**config.mk**
```make
export PLATFORM = sky130hd
export DESIGN_NAME = w_coeff_loader
export DESIGN_NICKNAME = d
export VERILOG_FILES = /design/src/rtl/w_coeff_loader.sv
export SDC_FILE = /design/constraint.sdc
export NUM_CORES = 2
export LEC_CHECK = 0
export BUFFER_PORTS_ARGS = -buffer_cell sky130_fd_sc_hd__buf_2
export CAP_MARGIN = 15
export CORE_AREA = 2 2 410 412
export CTS_CLUSTER_SIZE = 30
export DETAILED_ROUTE_END_ITERATION = 10
export DIE_AREA = 0 0 412 414
export PLACE_DENSITY_LB_ADDON = 0.2
export SYNTH_ARGS = -nofsm -noshare
export SYNTH_HDL_FRONTEND = slang
export SYNTH_SLANG_ARGS = --single-unit
```
**constraint.sdc**
```tcl
create_clock -name clock -period 38 [get_ports clock]
set_input_delay 11.4 -clock clock [delete_from_list [all_inputs] [get_ports clock]]
set_output_delay 11.4 -clock clock [all_outputs]
set_load 0.05 [all_outputs]
```
**src/rtl/w_coeff_loader.sv**
```systemverilog
// Serial-to-parallel coefficient loader: gathers N taps into a shadow bank and
// commits them to the active bank in one strobe once the filter is not busy.
module w_coeff_loader #(
  parameter int N       = 32,
  parameter int COEFF_W = 32
) (
  input  logic               clock,
  input  logic               reset,
  input  logic               coeff_valid,
  output logic               coeff_ready,
  input  logic [COEFF_W-1:0] coeff_data,
  input  logic               coeff_last,
  input  logic               filter_busy,
  output logic [COEFF_W-1:0] weight_out [0:N-1],
  output logic               weight_load_en,
  output logic               load_error
);

  localparam int IDX_W = (N > 1) ? $clog2(N) : 1;
  localparam logic [IDX_W-1:0] LAST_IDX = IDX_W'(N - 1);

  localparam logic [0:0] FILL = 1'b0;
  localparam logic [0:0] PEND = 1'b1;

  logic [0:0]         state;
  logic [IDX_W-1:0]   idx;
  logic [COEFF_W-1:0] shadow [0:N-1];
  logic               handshake;
  logic               at_end;

  assign handshake = coeff_valid && coeff_ready && (state == FILL);
  assign at_end    = (idx == LAST_IDX);

  // Shadow bank needs no reset: a frame is only committed after every tap is rewritten.
  always_ff @(posedge clock) begin
    if (handshake) begin
      shadow[idx] <= coeff_data;
    end
  end

  always_ff @(posedge clock or posedge reset) begin
    if (reset) begin
      state          <= FILL;
      idx            <= '0;
      coeff_ready    <= 1'b0;
      weight_load_en <= 1'b0;
      load_error     <= 1'b0;
      for (int unsigned i = 0; i < N; i++) begin
        weight_out[i] <= '0;
      end
    end else begin
      weight_load_en <= 1'b0;
      load_error     <= 1'b0;
      case (state)
        FILL: begin
          coeff_ready <= 1'b1;
          if (handshake) begin
            if (coeff_last && at_end) begin
              state       <= PEND;
              idx         <= '0;
              coeff_ready <= 1'b0;
            end else if (coeff_last || at_end) begin
              // Early or missing last: drop the frame and restart at tap 0.
              load_error <= 1'b1;
              idx        <= '0;
            end else begin
              idx <= idx + 1'b1;
            end
          end
        end
        PEND: begin
          if (!filter_busy) begin
            for (int unsigned i = 0; i < N; i++) begin
              weight_out[i] <= shadow[i];
            end
            weight_load_en <= 1'b1;
            coeff_ready    <= 1'b1;
            state          <= FILL;
          end
        end
        default: begin
          state       <= FILL;
          coeff_ready <= 1'b0;
        end
      endcase
    end
  end

endmodule

```
==> key figures <==
Outcome
  – Status: completed

Yosys
  – Yosys cell types: 28
  – Mapped Cells: 3,280
  – #FFs+latches synth: 2,057
  – Sequential element share of the synthesized area: 80.2%
  – Synthesized area: 70,600 um2
  – Avg Cell Area, Syn: 21.5 um2
  – Ys Warns: 0
  – Net Count, Synth: 3,324

Cells and area
  – Area grow syn2layout: 20.9%
  – Footprint of the multi-input gates: 13,100 um2
  – Register area: 56,600 um2
  – Most common cell after layout, fill and taps aside: buf_2
  – Fill count: 13,725
  – Commonest cells after routing, fill and taps aside: buf_2, dfrtp_1, edfxtp_1, mux2_2, mux2_4
  – Share of cells above drive strength 1: 53.3%
  – Number of nets in the layout: 4,558

Worst setup path
  – CP startpoint kind: input pin
  – Max FO, Critical Path: 62
  – Worst EP required: 38.86 ns
  – Worst setup EP type: async pin
  – CP Class: input pin to async pin
  – CP arrival: 16.76 ns

Floorplanning
  – Die Y: 414 um
  – Die span in x: 412 um
  – Number of cell rows: 150
  – Core area: 166,000 um2
  – Initial core utilization: 42.4%
  – # IOs: 1,064
  – Die area: 171,000 um2

Routing
  – Routed wire per std cell: 29.6 um
  – Total number of vias: 35,305
  – Vias/cell: 5.12
  – Post-route ant nets: 0
  – Drt first pass iters: 7
  – Initial DRC count: 2,896
  – Drt drc: 0
  – Routed Wire Length: 204,000 um

Placement
  – Detailed Place HPWL: 123,000 um
  – IO buf count: 1,063
  – Routability cong.: 0.772

Timing
  – Period utilisation layout: 41.9%
  – Worst-margin pin slew: 1.17 ns
  – Slew HR: 21.8%
  – Hold WS: 0.452 ns
  – Post-route setup TNS: 0 ns
  – Setup-failing EPs final: 0
  – Clock skew: 0.0315 ns
  – Max Freq: 62.9 MHz
  – Unrepaired setup endpoints after global routing: false
  – Fin. Hold Viols: 0
  – Final Critical Period: 15.90 ns
  – Max Slew Vio Count: 0

Global routing
  – Met2 capacity usage during global routing: 37.0%
  – First-pass GRT wire length: 282,000 um
  – Routing usage on met1: 30.7%
  – GR Util met3: 7.43%
  – GRT busiest layer: met2
  – Tot GR Track Use: 23.6%
  – Vias in the first global route: 35,413
  – Total congestion overflow: 0
  – Initial antenna violation count: 27
  – Largest net degree at the start of global routing: 172

Clocking
  – CTS root buffer: clkbuf_16
  – Post-CTS sizing: 0
  – Clock latency on the worst-skew pair: 0.85 ns
  – Clock Path Buffers: 3
  – Num CTS Buffers: 203
  – TritonCTS clock tree: yes
  – Setup bufs post-CTS: 0
  – Reg clk slew, reported paths: 0.06 ns
  – Post-cts hold buffer count: 0
  – Clock tree sinks: 2,057
  – H-tree levels: 4

Min path
  – Hold crit path type: flip-flop to flip-flop

Flow run
  – Count of maximum capacitance violations: 0

Pwr
  – Leak: 39.2 nW
  – Pwr Density: 52.2 nW/um2
  – VDD IR max: 0.0000464 V
## registers in the layout (all words and copies together), names as in the netlist
signal	flops
load_error	1
weight_out	1024
shadow	1024
coeff_ready	1
state	1
idx	5
weight_load_en	1
## layout make-up
class | instances | share of cell area (%)
clock buffers | 330 | 7.12
multi-input cells | 1100 | 15.4
clock inverters | 51 | 0.750
inverters | 5 | 0.0264
diodes | 6 | 0.0176
flip-flops and latches | 2057 | 66.4
well taps | 2204 | 3.23
repair buffers | 1147 | 7.09
## critical path, stage by stage
cell	delay, ns
buf_2	0.11
clkinvlp_4	0.51
buf_4	0.76
buf_4	0.74
buf_4	0.77
buf_4	0.69
buf_4	0.74
buf_4	0.75
## final timing paths
check                                   startpoint                           to  slack [ns]  cells after the start
max reg2reg                        state$_DFF_PP0_  weight_out[838]$_DFFE_PP0P_       32.58                      7
min reg2reg                shadow[19][9]$_DFFE_PP_  weight_out[393]$_DFFE_PP0P_        0.45                      1
min in group asynchronous                    reset  weight_out[875]$_DFFE_PP0P_       10.71                      2
max in group clock                     filter_busy  weight_out[838]$_DFFE_PP0P_       22.56                      8
min                        shadow[19][9]$_DFFE_PP_  weight_out[393]$_DFFE_PP0P_        0.45                      1
max                                          reset  weight_out[240]$_DFFE_PP0P_       22.10                      8
## per-layer routing
metal | part of all wire [%] | routed length, um | vias to the layer above
met5 | 0 | 0 | -
met4 | 3.9 | 7880 | 0
met3 | 8.7 | 17800 | 310
met2 | 47 | 96400 | 1430
met1 | 40 | 82000 | 18908
li1 | - | - | 14657
## metrics by stage
| step | worst slack, ns | util, % | std cells | instance area, um2 | power, mW |
|---|---|---|---|---|---|
| final | 22.10 | 51.3 | 6900 | 85300 | 4.45 |
| after global routing | 21.22 | 51.3 | 6895 | 85300 | 4.59 |
| after CTS | 21.85 | 51.2 | 6891 | 85200 | 4.49 |
| after detailed placement | 20.92 | 47.2 | 6510 | 78500 | 2.49 |
| after global placement | 20.95 | 47.2 | 6510 | 78500 | 2.49 |
| after floorplan | 12.36 | - | 3280 | 70600 | 2.43 |
## synth_stat cells
library cell  count  share of area, %
a21bo_2           1             0.014
a21boi_0          1             0.011
a22o_1            3             0.037
and2_1            1            0.0089
and3_1            1            0.0089
and3b_1           1             0.012
buf_2            14             0.099
buf_4            70              0.74
buf_6             8              0.13
buf_8            22              0.47
clkbuf_1          4             0.021
dfrtp_1        1033                37
edfxtp_1       1024                44
ha_1              7              0.12
inv_1             5             0.027
mux2_2          775                12
mux2_4          249               5.3
nand2_1          10             0.053
nand3_1           3             0.021
nand3b_1          4             0.043
nor2_1           34              0.18
nor2b_1           1            0.0089
nor2b_4           1             0.020
o21ai_0           3             0.021
o22a_1            1             0.012
o311ai_0          1             0.012
or3_1             1            0.0089
or3b_2            2             0.025
## cell families after synthesis
group                      Yosys count  share of synthesized area [%]
DFF                               2057                           80.2
muxes                             1024                           17.7
buffers and inverters              123                           1.49
AOI/OAI and AO/OA                   10                          0.108
and+or+nand+nor                     59                          0.390
adders and majority gates            7                          0.124
## power by group
part           switching, mW  total [mW]  internal, mW
registers            0.00368        2.36          2.36
logic                 0.0791      0.0873       0.00819
clock network          0.847        2.01          1.16
total                  0.930        4.45          3.52
Power figures use the tool's default switching activity.
